**config.mk**
```make
export PLATFORM = sky130hd
export DESIGN_NAME = ysyx_24070017_exec_ctrl
export DESIGN_NICKNAME = d
export VERILOG_FILES = /design/src/rtl/ysyx_24070017_exec_ctrl_pkg.sv /design/src/rtl/ysyx_24070017_timeout_cnt.sv /design/src/rtl/ysyx_24070017_exec_ctrl.sv
export SDC_FILE = /design/constraint.sdc
export NUM_CORES = 1
export LEC_CHECK = 0
export CORE_MARGIN = 2
export CORE_UTILIZATION = 50
export DETAILED_ROUTE_END_ITERATION = 8
export GPL_ROUTABILITY_DRIVEN = 0
export GPL_TIMING_DRIVEN = 0
export HOLD_SLACK_MARGIN = 0.1
export PLACE_DENSITY = 0.86
export SLEW_MARGIN = 10
export SYNTH_ARGS = -nofsm -noshare
export SYNTH_HDL_FRONTEND = slang
export SYNTH_SLANG_ARGS = --single-unit
```
**constraint.sdc**
```tcl
create_clock -name clk -period 4.3 [get_ports clk]
set_clock_uncertainty 0.1 [all_clocks]
set_input_delay 0.645 -clock clk [delete_from_list [all_inputs] [get_ports clk]]
set_output_delay 0.645 -clock clk [all_outputs]
set_load 0.02 [all_outputs]
```
**src/rtl/ysyx_24070017_exec_ctrl_pkg.sv**
```systemverilog
`default_nettype none
// ============================================================================
// Module : ysyx_24070017_exec_ctrl_pkg
// Brief  : Shared types and encodings for the multi-cycle execution sequencer.
// Rev    : 1.0 - initial release
// ============================================================================
package ysyx_24070017_exec_ctrl_pkg;

    localparam int c_WORD_LENGTH = 32;
    typedef logic [c_WORD_LENGTH-1:0] word_t;

    localparam logic [31:0] c_INST_EBREAK = 32'h0010_0073;
    localparam logic [31:0] c_INST_NOP    = 32'h0000_0013;

    typedef enum logic [2:0] {
        ysyx_24070017_CTRL_FETCH = 3'd0,
        ysyx_24070017_CTRL_IWAIT = 3'd1,
        ysyx_24070017_CTRL_EXEC  = 3'd2,
        ysyx_24070017_CTRL_MREQ  = 3'd3,
        ysyx_24070017_CTRL_MWAIT = 3'd4,
        ysyx_24070017_CTRL_WB    = 3'd5,
        ysyx_24070017_CTRL_HALT  = 3'd6,
        ysyx_24070017_CTRL_ERR   = 3'd7
    } ctrl_state_t;

    // States that wait on a memory handshake and are therefore timed.
    function automatic logic is_wait_state(input ctrl_state_t s);
        return (s == ysyx_24070017_CTRL_FETCH) || (s == ysyx_24070017_CTRL_IWAIT) ||
               (s == ysyx_24070017_CTRL_MREQ)  || (s == ysyx_24070017_CTRL_MWAIT);
    endfunction

endpackage
`default_nettype wire

```
**src/rtl/ysyx_24070017_timeout_cnt.sv**
```systemverilog
`default_nettype none
// ============================================================================
// Module : ysyx_24070017_timeout_cnt
// Brief  : Wait-state cycle counter; flags the last allowed cycle of a wait.
// Rev    : 1.0 - initial release
// ============================================================================
module ysyx_24070017_timeout_cnt #(
    parameter int TO_W = 16
) (
    input  logic            clk,
    input  logic            rst,
    input  logic            i_clear,
    input  logic            i_enable,
    input  logic [TO_W-1:0] i_limit,
    output logic            o_expired
);

    logic [TO_W-1:0] r_cnt;

    always_ff @(posedge clk or negedge rst) begin
        if (!rst) begin
            r_cnt <= '0;
        end else if (i_clear) begin
            r_cnt <= '0;
        end else if (i_enable) begin
            r_cnt <= r_cnt + TO_W'(1);
        end
    end

    // r_cnt holds the cycles already spent, so the current cycle is number r_cnt+1.
    assign o_expired = (r_cnt >= (i_limit - TO_W'(1)));

endmodule
`default_nettype wire

```
**src/rtl/ysyx_24070017_exec_ctrl.sv**
```systemverilog
`default_nettype none
// ============================================================================
// Module : ysyx_24070017_exec_ctrl
// Brief  : Multi-cycle fetch/execute/memory/writeback sequencer with halt and
//          bus-timeout detection.
// Rev    : 1.0 - initial release
// ============================================================================
module ysyx_24070017_exec_ctrl
    import ysyx_24070017_exec_ctrl_pkg::*;
#(
    parameter int WORD_LENGTH = 32,
    parameter int TIMEOUT     = 255,
    parameter int TO_W        = 16
) (
    input  logic        clk,
    input  logic        rst,
    output logic        imem_req_valid,
    input  logic        imem_req_ready,
    input  logic        imem_resp_valid,
    input  logic [31:0] imem_resp_data,
    output logic [31:0] inst,
    input  logic        dec_need_rd,
    input  logic        dec_is_load,
    input  logic        dec_is_store,
    output logic        dmem_req_valid,
    input  logic        dmem_req_ready,
    input  logic        dmem_resp_valid,
    output logic        pc_we,
    output logic        rf_we,
    output logic        retire,
    output logic        halted,
    output logic        bus_err
);

    localparam logic [TO_W-1:0] c_LIMIT = TO_W'(TIMEOUT);

    generate
        if ((WORD_LENGTH < 32) || (TO_W > 31) || ((1 << TO_W) <= TIMEOUT)) begin : g_bad_params
            $error("exec_ctrl: WORD_LENGTH must be >= 32 and 2**TO_W must exceed TIMEOUT");
        end
    endgenerate

    ctrl_state_t r_state;
    ctrl_state_t w_next;
    logic [31:0] r_inst;
    logic        w_expired;
    logic        w_in_wait;

    assign w_in_wait = is_wait_state(r_state);

    always_ff @(posedge clk or negedge rst) begin
        if (!rst) begin
            r_state <= ysyx_24070017_CTRL_FETCH;
        end else begin
            r_state <= w_next;
        end
    end

    always_ff @(posedge clk or negedge rst) begin
        if (!rst) begin
            r_inst <= c_INST_NOP;
        end else if ((r_state == ysyx_24070017_CTRL_IWAIT) && imem_resp_valid) begin
            r_inst <= imem_resp_data;
        end
    end

    // A handshake seen on the expiring cycle takes priority over the timeout.
    always_comb begin
        w_next = r_state;
        unique case (r_state)
            ysyx_24070017_CTRL_FETCH: begin
                if (imem_req_ready)  w_next = ysyx_24070017_CTRL_IWAIT;
                else if (w_expired)  w_next = ysyx_24070017_CTRL_ERR;
            end
            ysyx_24070017_CTRL_IWAIT: begin
                if (imem_resp_valid) w_next = ysyx_24070017_CTRL_EXEC;
                else if (w_expired)  w_next = ysyx_24070017_CTRL_ERR;
            end
            ysyx_24070017_CTRL_EXEC: begin
                if (r_inst == c_INST_EBREAK)          w_next = ysyx_24070017_CTRL_HALT;
                else if (dec_is_load || dec_is_store) w_next = ysyx_24070017_CTRL_MREQ;
                else                                  w_next = ysyx_24070017_CTRL_WB;
            end
            ysyx_24070017_CTRL_MREQ: begin
                if (dmem_req_ready)  w_next = ysyx_24070017_CTRL_MWAIT;
                else if (w_expired)  w_next = ysyx_24070017_CTRL_ERR;
            end
            ysyx_24070017_CTRL_MWAIT: begin
                if (dmem_resp_valid) w_next = ysyx_24070017_CTRL_WB;
                else if (w_expired)  w_next = ysyx_24070017_CTRL_ERR;
            end
            ysyx_24070017_CTRL_WB:   w_next = ysyx_24070017_CTRL_FETCH;
            ysyx_24070017_CTRL_HALT: w_next = ysyx_24070017_CTRL_HALT;
            ysyx_24070017_CTRL_ERR:  w_next = ysyx_24070017_CTRL_ERR;
            default:                 w_next = ysyx_24070017_CTRL_FETCH;
        endcase
    end

    ysyx_24070017_timeout_cnt #(
        .TO_W (TO_W)
    ) u_timeout (
        .clk       (clk),
        .rst       (rst),
        .i_clear   (w_next != r_state),
        .i_enable  (w_in_wait),
        .i_limit   (c_LIMIT),
        .o_expired (w_expired)
    );

    // FETCH is also the reset state; gating with rst keeps the request quiet during reset.
    assign imem_req_valid = rst & (r_state == ysyx_24070017_CTRL_FETCH);
    assign dmem_req_valid = (r_state == ysyx_24070017_CTRL_MREQ);
    assign pc_we          = (r_state == ysyx_24070017_CTRL_WB);
    assign retire         = (r_state == ysyx_24070017_CTRL_WB);
    assign rf_we          = (r_state == ysyx_24070017_CTRL_WB) & dec_need_rd & ~dec_is_store;
    assign halted         = (r_state == ysyx_24070017_CTRL_HALT);
    assign bus_err        = (r_state == ysyx_24070017_CTRL_ERR);
    assign inst           = r_inst;

endmodule
`default_nettype wire

```
# Yosys cells after proc, flatten, opt, wreduce, memory -nomap -nowiden
# Cells that the tools add are included.
# totals
mem_bits_ro	0
in_bits	41
elab_cells	35
latch_bits	0
ff_bits	51
ram_bits	0
n_memories	0
output_inout_bits	39
# op_classes
n_lt_le_gt_ge	1
reduce_logical	7
mul	0
n_bitwise	4
n_div	0
shifts	0
n_addsub	1
n_eq_ne	9
n_mux	10
# ops
op	count
$eq A32 B21 Y1 const B	1
$mux W16	2
$pmux W3 S8	1
$mux W3	7
$add A16 B1 Y16 const B	1
$ge A16 B8 Y1 const B	1
$eq A3 B3 Y1 const B	4
$eq A3 B2 Y1 const B	2
$logic_or A1 B1 Y1	4
$and A1 B1 Y1	3
$eq A3 B1 Y1 const B	1
$logic_not A3 Y1	1
$ne A3 B3 Y1	1
$reduce_bool A2 Y1	1
$logic_and A1 B1 Y1	1
$not A1 Y1	1

# Logic depth before layout (Yosys ltp)
# depth
depth_word	6
ltp_mapped	8
mapped_depth_nobuf	7

# Cells and area by module
# From an unflattened synthesis, not the netlist that was laid out.
# unflattened
cells_unflattened	294
hier_area_um2	3071.7
# modules_own_cells
module	area_each_um2	seq_area_each_um2	n_inst	cells_per_inst
ysyx_24070017_exec_ctrl	1689.1	879.6	1	133
ysyx_24070017_timeout_cnt	1382.6	400.4	1	161

# Worst setup path after synthesis
# OpenSTA, ideal clock, no wires.
# synth_timing
path_type	reg2out
start	register r_state[0]
end	output port rf_we
t_required_ns	3.555
t_arrival_ns	1.570
n_path_buf	2
stages_incl_launch_ff	6
setup_slack_ns	1.985
cell_sequence	dfrtp_1 > clkbuf_1 > clkbuf_1 > nor2b_1 > and2_1 > and3b_1
# synth_between
elab_chain_len	3
# synth_lines
item	line	text
start: declaration	ysyx_24070017_exec_ctrl.sv:43	ctrl_state_t r_state;
start signal: assignment	ysyx_24070017_exec_ctrl.sv:53	r_state <= ysyx_24070017_CTRL_FETCH;
start signal: assignment	ysyx_24070017_exec_ctrl.sv:55	r_state <= w_next;
$eq A3 B3 Y1	n/a	
via pc_we	ysyx_24070017_exec_ctrl.sv:28	output logic pc_we,
$and A1 B1 Y1 (2 in series)	ysyx_24070017_exec_ctrl.sv:115	assign rf_we = (r_state == ysyx_24070017_CTRL_WB) & dec_need_rd & ~dec_is_store;
end: declaration	ysyx_24070017_exec_ctrl.sv:29	output logic rf_we,
# The timed path passes the listed nets, and every way through them passes these cells.

# Worst setup path in the final report
# layout_timing
start	register r_state[0]
end	output port rf_we
# layout_between
elab_chain_len	3
# layout_lines
item	line
$eq A3 B3 Y1	ysyx_24070017_exec_ctrl.sv:115
$and A1 B1 Y1 (2 in series)	ysyx_24070017_exec_ctrl.sv:115
# Every way passes these cells.

==> metrics.yaml <==
layout:
  diodes: 0
  fin_util: 0.731
  area_growth_pct: 39.7
  fillers: 350
  layout_common_cells: "clkdlybuf4s50_1, dfrtp_1, mux2_2"
  final_common_cell: "clkdlybuf4s50_1"
  multi_input_comb_area_sq_mm: 0.00116
  regArea_sq_mm: 0.00128
  fin_cells: 377
  finalNetCount: 352
  drive_above_1_share: 0.190
timing:
  relSlewSlack: 0.590
  layout_min_cycle_time_ns: 3.24
  worst_pin_slew_ns: 0.610
  setup_violations: 0
  fin_setup_tns_ns: 0
  setup_ws_ns: 1.06
  rsz0062_at_grt: "no"
  hold_violations: 0
  post-route-period-util: 0.752
  maxSlewViolCount: 0
  timing.fmax_ghz: 0.309
place:
  dp_slack_ns: 1.41
  post-dp-hpwl_um: 4350
  placed_cells: 369
  portBuffers: 79
run:
  cap_violations: 0
setup_path:
  r2r_end: "r_state[0]"
  r2r_slack_ns: 2.15
  startpoint_type: "flip-flop"
  cp.arrival_ns: 2.49
  critical_path_class: "flip-flop to primary output"
  worstRegToRegCells: 5
  worst_setup_path_end_kind: "primary output"
  cp.required_ns: 3.56
  cp_max_fo: 10
  reg2reg_from: "inst[0]"
floorplanning:
  die_h_um: 74.8
  ioPinCount: 80
  dieArea_sq_mm: 0.00559
  core_area_sq_mm: 0.00479
  fp-row-count: 25
  initial_core_util: 0.523
  die_w_um: 74.8
cts:
  numCtsBuffers: 5
  ctsRootBufferMaster: "clkbuf_8"
  clk_latency_ns: 0.30
  ctsLongestPathBuffers: 2
  holdBufCountCts: 0
  clkTransAtPathRegs_ns: 0.09
  cts_setup_buffers: 0
  cts-resized-gates: 0
  htreeDepth: 2
  cts_tree: "done"
  cts_sinks: 51
routing:
  drc: 0
  vias: 2010
  wl_um: 5780
  final_antenna_net_count: 0
  drtIter0Drc: 112
  first_pass_iters: 4
  via_per_inst: 5.33
  wl_per_cell_um: 15.3
pwr:
  peakVddDrop_mv: 0.453
  combPwrFrac: 0.513
  leakagePower_uw: 0.00145
  power.density_mw_per_mm2: 651
  power.internal_uw: 1400
  p_switching_uw: 880
  clockPowerShare: 0.131
  swShare: 0.386
  finalPower_uw: 2280
  seq_power_share: 0.356
logic_synthesis:
  synth_fp_nets: 265
  syn_area_sq_mm: 0.00250
  yosysWarnings: 0
  yosysSeqAreaShare: 0.511
  ys_top_cells_by_area: "dfrtp_1, mux2_2, nor2_1"
  ys_ff_latch: 51
  yosysTopAreaCellShare: 0.480
  ys_types: 47
  avgSynthCellArea_sq_um: 11.3
  postSynthCellCount: 222
  synth.largest_area_cell: "dfrtp_1"
min_path:
  min_path_type: "input port to asynchronous set/reset pin"
grt:
  antenna_found_initial: 0
  grt_max_degree: 28
  grt_usage: 0.232
  grt_pass1_vias: 1988
  grt_pass1_wl_um: 9730
  gr-total-overflow: 0
status:
  outcome: "finished clean"
flip-flops by register name, indices dropped and copies added, names as in the netlist:
| name | count |
|---|---|
| inst | 32 |
| r_state | 3 |
| u_timeout.r_cnt | 16 |
critical path, cell delays in order (launching register included):
cell and delay (ns):
dfrtp_1 0.33, clkbuf_1 0.28, clkbuf_1 0.39, nor2b_1 0.24
and2_1 0.19, and3b_1 0.17, clkdlybuf4s50_1 0.59
kinds of logic (layout without fill, tap and decap cells):
| logic type | count (synthesis) | in the layout | share of synthesized area |
|---|---|---|---|
| buf+inv | 14 | 102 | 0.0270 |
| compound gates | 26 | 26 | 0.0779 |
| mux | 34 | 34 | 0.152 |
| simple gates | 82 | 82 | 0.176 |
| flops | 51 | 51 | 0.511 |
| fa+ha+maj | 2 | 2 | 0.00999 |
| xor+xnor | 13 | 13 | 0.0455 |
Yosys cell counts (all sizes together):
cell	number
nand4	5
nand3	5
o21a	1
and2b	1
ha	2
and2	1
nor2b	2
buf	6
mux2	33
o211ai	2
dfrtp	48
xor2	9
a21o	1
xnor2	4
or3	2
nand2b	1
nor2	28
o221ai	1
o311ai	1
clkbuf	5
o2bb2ai	1
and3	3
a21oi	9
o21bai	1
o22ai	1
nor3	3
dfstp	3
and3b	1
o21ai	5
a211oi	1
a31oi	2
mux2i	1
nor4b	3
nand2	17
nor4	9
inv	3
nor4bb	1
routing by layer:
metal | GRT usage | routed length, um | up-vias
li1 | - | - | 957
met3 | 0.0897 | 537 | 5
met1 | 0.294 | 2430 | 976
met2 | 0.371 | 2740 | 72
met5 | 0 | 0 | -
met4 | 0.0714 | 61 | 0
how the worst max path moves through the flow:
stage,from,endpoint,slack (ns),depth (start not counted)
after floorplan,r_state[0],rf_we,1.98,5
after global placement,rst,imem_req_valid,-0.26,3
after detailed placement,r_state[0],rf_we,1.41,6
after CTS,r_state[0],rf_we,1.07,6
after global routing,r_state[0],rf_we,0.86,6
final,r_state[0],rf_we,1.06,6
stage by stage:
stage	hold slack [ns]	area [sq um]
global route	0.272	3500
global placement	0.405	3380
CTS	0.252	3500
finish	0.234	3500
floorplan	0.249	2500
detailed placement	0.420	3390
power by group through the flow:
stage                     Sequential, uW  Combinational [uW]  Clock (uW)
after floorplan                      985                 485           0
after global routing                 837                1250         333
after global placement               810                1140           0
after CTS                            813                1180         308
final                                811                1170         299
after detailed placement             817                1170           0
cell type report:
type / instances / area share
Buffer: 11 / 0.0161
Clock buffer: 7 / 0.0275
Clock inverter: 1 / 0.00215
Inverter: 3 / 0.00322
Multi-Input combinational cell: 157 / 0.331
Sequential cell: 51 / 0.366
Tap cell: 67 / 0.0240
Timing Repair Buffer: 80 / 0.230
(Power assumes the default switching activity.)
